**config.mk**
```make
export PLATFORM = sky130hd
export DESIGN_NAME = hazard_ctrl_flat
export DESIGN_NICKNAME = d
export VERILOG_FILES = /design/src/rtl/mips_pkg.sv /design/src/rtl/hazard_ctrl_if.sv /design/src/rtl/md_busy_timer.sv /design/src/rtl/hazard_ctrl.sv /design/src/flat_wrapper.sv
export SDC_FILE = /design/constraint.sdc
export NUM_CORES = 1
export LEC_CHECK = 0
export ABC_AREA = 1
export CORE_UTILIZATION = 30
export DETAILED_ROUTE_END_ITERATION = 7
export PLACE_DENSITY = 0.53
export SYNTH_ARGS = -nofsm -noshare
export SYNTH_HDL_FRONTEND = slang
export SYNTH_SLANG_ARGS = --single-unit
```
**constraint.sdc**
```tcl
create_clock -name clk -period 2.36 [get_ports clk]
set_clock_uncertainty 0.15 [all_clocks]
set_input_delay 0.472 -clock clk [delete_from_list [all_inputs] [get_ports clk]]
set_output_delay 0.472 -clock clk [all_outputs]
set_load 0.02 [all_outputs]
```
**src/rtl/mips_pkg.sv**
```systemverilog
// Shared definitions for the MIPS core pipeline hazard control.
package mips_pkg;

    typedef enum logic {
        RUN,
        MD_WAIT
    } hazard_state_t;

    localparam logic [4:0] REG_ZERO = 5'd0;

    localparam int unsigned MD_LATENCY_DEFAULT = 32;

endpackage

```
**src/rtl/hazard_ctrl_if.sv**
```systemverilog
// Signal bundle between the ID/EX pipeline and the hazard controller.
interface hazard_ctrl_if;

    logic [4:0]  id_rs;
    logic [4:0]  id_rt;
    logic        id_uses_rt;
    logic        id_uses_hilo;
    logic        id_ex_mem_read;
    logic [4:0]  id_ex_rt;
    logic        md_start;
    logic        branch_taken;
    logic        pc_write;
    logic        if_id_write;
    logic        if_id_flush;
    logic        id_ex_flush;
    logic        md_busy;
    logic        md_done;
    logic [31:0] stall_cycles;

    modport master (
        output id_rs, id_rt, id_uses_rt, id_uses_hilo, id_ex_mem_read, id_ex_rt,
               md_start, branch_taken,
        input  pc_write, if_id_write, if_id_flush, id_ex_flush, md_busy, md_done,
               stall_cycles
    );

    modport slave (
        input  id_rs, id_rt, id_uses_rt, id_uses_hilo, id_ex_mem_read, id_ex_rt,
               md_start, branch_taken,
        output pc_write, if_id_write, if_id_flush, id_ex_flush, md_busy, md_done,
               stall_cycles
    );

endinterface

```
**src/rtl/md_busy_timer.sv**
```systemverilog
// Tracks HI/LO unit occupancy for a fixed-latency mult/div.
module md_busy_timer
    import mips_pkg::*;
#(
    parameter int unsigned MD_LATENCY = MD_LATENCY_DEFAULT
) (
    input  logic clk,
    input  logic rst_n,
    input  logic i_md_start,
    output logic o_md_busy,
    output logic o_md_done
);

    localparam int unsigned     CNT_W    = $clog2(MD_LATENCY);
    localparam logic [CNT_W-1:0] CNT_LOAD = CNT_W'(MD_LATENCY - 1);

    hazard_state_t    r_state;
    hazard_state_t    w_state_nxt;
    logic [CNT_W-1:0] r_md_cnt;
    logic [CNT_W-1:0] w_cnt_nxt;

    always_ff @(posedge clk or negedge rst_n) begin
        if (!rst_n) begin
            r_state  <= RUN;
            r_md_cnt <= '0;
        end else begin
            r_state  <= w_state_nxt;
            r_md_cnt <= w_cnt_nxt;
        end
    end

    // A start seen while already waiting is dropped; the unit is single-issue.
    always_comb begin
        w_state_nxt = r_state;
        w_cnt_nxt   = r_md_cnt;
        case (r_state)
            RUN: begin
                if (i_md_start) begin
                    w_state_nxt = MD_WAIT;
                    w_cnt_nxt   = CNT_LOAD;
                end
            end
            MD_WAIT: begin
                if (r_md_cnt != '0) begin
                    w_cnt_nxt = r_md_cnt - 1'b1;
                end else begin
                    w_state_nxt = RUN;
                end
            end
            default: w_state_nxt = RUN;
        endcase
    end

    always_comb begin
        o_md_busy = (r_state == MD_WAIT);
        o_md_done = (r_state == MD_WAIT) && (r_md_cnt == '0);
    end

endmodule

```
**src/rtl/hazard_ctrl.sv**
```systemverilog
// Load-use / branch / HI-LO hazard resolution for the 5-stage MIPS pipeline,
// with a count of cycles in which the PC was held.
module hazard_ctrl
    import mips_pkg::*;
#(
    parameter int unsigned MD_LATENCY = MD_LATENCY_DEFAULT
) (
    input  logic          clk,
    input  logic          rst_n,
    hazard_ctrl_if.slave  hz
);

    logic        w_md_busy;
    logic        w_md_done;
    logic        w_load_use;
    logic        w_hilo_stall;
    logic        w_pc_write;
    logic [31:0] r_stall_cycles;

    md_busy_timer #(
        .MD_LATENCY (MD_LATENCY)
    ) u_md_busy_timer (
        .clk        (clk),
        .rst_n      (rst_n),
        .i_md_start (hz.md_start),
        .o_md_busy  (w_md_busy),
        .o_md_done  (w_md_done)
    );

    always_comb begin
        w_load_use   = hz.id_ex_mem_read && (hz.id_ex_rt != REG_ZERO) &&
                       ((hz.id_ex_rt == hz.id_rs) ||
                        (hz.id_uses_rt && (hz.id_ex_rt == hz.id_rt)));
        w_hilo_stall = w_md_busy && hz.id_uses_hilo;
    end

    // A taken branch wins over stalls: the stalled ID instruction is wrong-path.
    always_comb begin
        w_pc_write     = 1'b1;
        hz.if_id_write = 1'b1;
        hz.if_id_flush = 1'b0;
        hz.id_ex_flush = 1'b0;
        if (hz.branch_taken) begin
            hz.if_id_flush = 1'b1;
            hz.id_ex_flush = 1'b1;
        end else if (w_load_use || w_hilo_stall) begin
            w_pc_write     = 1'b0;
            hz.if_id_write = 1'b0;
            hz.id_ex_flush = 1'b1;
        end
        hz.pc_write = w_pc_write;
    end

    always_ff @(posedge clk or negedge rst_n) begin
        if (!rst_n) begin
            r_stall_cycles <= '0;
        end else if (!w_pc_write) begin
            r_stall_cycles <= r_stall_cycles + 32'd1;
        end
    end

    always_comb begin
        hz.md_busy      = w_md_busy;
        hz.md_done      = w_md_done;
        hz.stall_cycles = r_stall_cycles;
    end

endmodule

```
**src/flat_wrapper.sv**
```systemverilog
// flat-port wrapper written by rule: the top's interface ports become plain ports
module hazard_ctrl_flat import mips_pkg::*;
#(
    parameter int unsigned MD_LATENCY = MD_LATENCY_DEFAULT
)
  (clk, rst_n, hz_id_rs, hz_id_rt, hz_id_uses_rt, hz_id_uses_hilo, hz_id_ex_mem_read, hz_id_ex_rt, hz_md_start, hz_branch_taken, hz_pc_write, hz_if_id_write, hz_if_id_flush, hz_id_ex_flush, hz_md_busy, hz_md_done, hz_stall_cycles);
  hazard_ctrl_if hz_i ();
  input  logic clk;
  input  logic rst_n;
  input wire logic [$bits(hz_i.id_rs)-1:0] hz_id_rs;
  input wire logic [$bits(hz_i.id_rt)-1:0] hz_id_rt;
  input wire logic [$bits(hz_i.id_uses_rt)-1:0] hz_id_uses_rt;
  input wire logic [$bits(hz_i.id_uses_hilo)-1:0] hz_id_uses_hilo;
  input wire logic [$bits(hz_i.id_ex_mem_read)-1:0] hz_id_ex_mem_read;
  input wire logic [$bits(hz_i.id_ex_rt)-1:0] hz_id_ex_rt;
  input wire logic [$bits(hz_i.md_start)-1:0] hz_md_start;
  input wire logic [$bits(hz_i.branch_taken)-1:0] hz_branch_taken;
  output wire logic [$bits(hz_i.pc_write)-1:0] hz_pc_write;
  output wire logic [$bits(hz_i.if_id_write)-1:0] hz_if_id_write;
  output wire logic [$bits(hz_i.if_id_flush)-1:0] hz_if_id_flush;
  output wire logic [$bits(hz_i.id_ex_flush)-1:0] hz_id_ex_flush;
  output wire logic [$bits(hz_i.md_busy)-1:0] hz_md_busy;
  output wire logic [$bits(hz_i.md_done)-1:0] hz_md_done;
  output wire logic [$bits(hz_i.stall_cycles)-1:0] hz_stall_cycles;
  assign hz_i.id_rs = hz_id_rs;
  assign hz_i.id_rt = hz_id_rt;
  assign hz_i.id_uses_rt = hz_id_uses_rt;
  assign hz_i.id_uses_hilo = hz_id_uses_hilo;
  assign hz_i.id_ex_mem_read = hz_id_ex_mem_read;
  assign hz_i.id_ex_rt = hz_id_ex_rt;
  assign hz_i.md_start = hz_md_start;
  assign hz_i.branch_taken = hz_branch_taken;
  assign hz_pc_write = hz_i.pc_write;
  assign hz_if_id_write = hz_i.if_id_write;
  assign hz_if_id_flush = hz_i.if_id_flush;
  assign hz_id_ex_flush = hz_i.id_ex_flush;
  assign hz_md_busy = hz_i.md_busy;
  assign hz_md_done = hz_i.md_done;
  assign hz_stall_cycles = hz_i.stall_cycles;
  hazard_ctrl #(.MD_LATENCY(MD_LATENCY)) u_core (.clk(clk), .rst_n(rst_n), .hz(hz_i));
endmodule
```
==> results.py <==
metrics = {
    "status": {
        "outcome": "finished with violations",
        "violations": "DRC",
    },
    "synthesis": {
        "syn-cell-area_sq_um": 2751,
        "syn_nets": 450,
        "yosysUniqueCellTypes": 22,
        "syn_inst": 426,
        "synth_seq_cells": 38,
        "syn-mean-instance-area_sq_um": 6.459,
        "yosysWarningCount": 0,
        "ys_seq_area_share_pct": 34.56,
    },
    "global_routing": {
        "grt_overflow": 0,
        "grt_usage_pct": 16.44,
        "antenna_found_initial": 0,
        "grt_pass1_vias": 2647,
        "grt_pass1_wl_microns": 12810,
        "grt_max_degree": 33,
    },
    "clocking": {
        "clock_latency_ns": 0.30,
        "htree_levels": 2,
        "hold_buffers": 0,
        "cts_max_path_buffers": 2,
        "numCtsBuffers": 5,
        "cts.sinks": 38,
        "cts_tree": "built",
        "clk_pin_slew_ns": 0.08,
        "cts_root_buffer": "clkbuf_8",
    },
    "route": {
        "vias": 2720,
        "drt-initial-drc-count": 172,
        "wl_per_cell_microns": 12.04,
        "dr.pass1.iters": 8,
        "drc": 12,
        "totalWireLength_microns": 7198,
        "detail-route-antenna-nets": 0,
        "viasPerCell": 4.548,
    },
    "sta": {
        "period_needed_ns": 2.229,
        "hold_viol": 0,
        "fin_crit_sh_pct": 94.44,
        "rsz0062_at_grt": "no",
        "holdWs_ns": 0.007241,
        "fin_ws_ns": 0.1313,
        "fmax_mhz": 448.7,
        "maxSlewViolCount": 0,
        "slew_headroom_pct": 62.15,
        "tightest_slew_ns": 0.5677,
        "setup_viol": 0,
    },
    "critical_path": {
        "cp_data_required_time_ns": 1.74,
        "reg2reg_to": "u_core.hz.stall_cycles[16]",
        "startpoint": "hz_id_uses_rt",
        "ff2ff_path_depth": 8,
        "rrSetupSlack_ns": 0.35,
        "critical_path_class": "in2out",
        "endpoint": "hz_if_id_write",
        "r2r-start": "u_core.hz.stall_cycles[0]",
        "cp_max_fo": 4,
        "cp.arrival_ns": 1.61,
        "startpoint_type": "input pin",
        "cp-end-kind": "output pin",
    },
    "placement": {
        "dpl.cell_count": 589,
        "globalplace.congestion": 0.8562,
        "pre_cts_slack_ns": -0.4816,
        "dp.final_hpwl_microns": 5620,
        "port_buffers": 59,
    },
    "layout": {
        "final_cell_mix": "nand2_1 (192), nor2_1 (50), nand3_1 (45)",
        "mostFrequentLayoutCell": "nand2_1",
        "final_nets": 513,
        "syn_to_final_growth_pct": 29.38,
        "drive_above_1_share_pct": 8.367,
        "instances_no_fill": 598,
        "fin_util_pct": 40.42,
        "diodes": 0,
    },
    "power": {
        "netSwitchingFraction_pct": 34.93,
        "power_frac_comb_pct": 30.4,
        "switchingPower_mw": 0.6966,
        "p_int_mw": 1.298,
        "clkPwrFrac_pct": 28.2,
        "p_total_mw": 1.994,
        "vdd_ir_drop_max_mv": 0.3210,
        "leakage_nw": 1.775,
        "p_seq_share_pct": 41.5,
        "powerDensity_nw_per_um2": 560.2,
    },
    "die": {
        "num_io_pins": 60,
        "initial_core_util_pct": 31.24,
        "die-height_microns": 97.77,
        "die_w_microns": 97.77,
        "die_area_sq_um": 9558,
        "fp.coreArea_sq_um": 8806,
        "num_rows": 34,
    },
    "hold_path": {
        "hp-class": "in2async",
    },
    "run": {
        "maxCapViolations": 0,
    },
}
-- routing by layer --
layer / global-route usage [%] / up-vias / part of all wire [%]
li1: - / 1451 / -
met1: 22.44 / 1211 / 49
met2: 27.50 / 51 / 46
met3: 3.006 / 7 / 3.6
met4: 2.797 / 0 / 0.74
met5: 0 / - / 0
-- critical path: stages --
cell and delay, ns:
clkdlybuf4s50_1 0.46, nand2_1 0.05, nor2_1 0.10, nand3_1 0.08, nand2_1 0.08, nand2_2 0.07, nand2_4 0.09, nand2_8 0.07
buf_6 0.13
-- how the worst min path moves through the flow --
stage / start / to / slack (ns) / cells past startpoint
2_1_floorplan: rst_n / u_core.hz.stall_cycles[0] / 0.03 / 0
3_3_place_gp: u_core.u_md_busy_timer.r_md_cnt[2] / u_core.u_md_busy_timer.r_md_cnt[2] / 0.33 / 2
3_5_place_dp: u_core.u_md_busy_timer.r_md_cnt[2] / u_core.u_md_busy_timer.r_md_cnt[2] / 0.32 / 2
4_1_cts: rst_n / u_core.hz.stall_cycles[3] / 0.03 / 1
5_1_grt: rst_n / u_core.hz.stall_cycles[3] / 0.06 / 1
6_report: rst_n / u_core.hz.stall_cycles[3] / 0.007 / 1
-- synth_stat cells (all sizes together) --
cell | instances | share of area (%)
buf | 10 | 3.2
clkbuf | 1 | 0.14
clkinv | 1 | 0.14
dfrtp | 38 | 35
ha | 2 | 0.91
inv | 34 | 4.6
nand2 | 199 | 28
nand3 | 45 | 8.2
nand3b | 12 | 3.3
nand4 | 3 | 0.68
nor2 | 60 | 9.9
o21ai | 4 | 0.73
o22ai | 1 | 0.23
xnor2 | 5 | 1.6
xor2 | 11 | 3.5
-- power groups by stage --
stage / registers [mW] / logic [mW] / clock network [mW]
detailed placement: 0.841 / 0.610 / 0
global route: 0.841 / 0.681 / 0.606
global placement: 0.839 / 0.600 / 0
CTS: 0.829 / 0.615 / 0.580
floorplan: 0.872 / 0.359 / 0
finish: 0.827 / 0.605 / 0.562
-- flip-flops by register name (all words and copies together), names as in the netlist --
register                          flops
u_core.hz.stall_cycles               32
u_core.u_md_busy_timer.r_md_cnt       5
u_core.u_md_busy_timer.o_md_busy      1
-- logic make-up after synthesis --
kind of cell / share of synthesized area (%)
AOI/OAI and AO/OA: 0.9552
xor gates and xnor gates: 5.093
adders and majority gates: 0.9094
buffers and inverters: 8.094
DFF: 34.56
and+or+nand+nor: 50.39
-- cell type report --
type	instances	area (sq um)
Inverter	35	131.4
Clock buffer	7	76.32
Sequential cell	38	950.9
Tap cell	108	135.1
Fill cell	907	5246
Clock inverter	1	30.03
Multi-Input combinational cell	342	1589
Timing Repair Buffer	67	646.9
-- metrics by stage --
step                TNS, ns  cell area, sq um
floorplan                 0              2751
global placement     -1.398              3433
detailed placement   -1.435              3433
CTS                       0              3543
global route              0              3560
finish                    0              3560
-- timing repair --
| item | in CTS | in global routing |
|---|---|---|
| pin swaps | 5 | 8 |
| gates resized for setup | 25 | 11 |
| gates cloned | 0 | 0 |
| endpoints found under the hold margin | 0 | 0 |
| setup endpoints to repair | 4 | 4 |
| setup buffers | 1 | 0 |
Power figures use the tool's default switching activity.
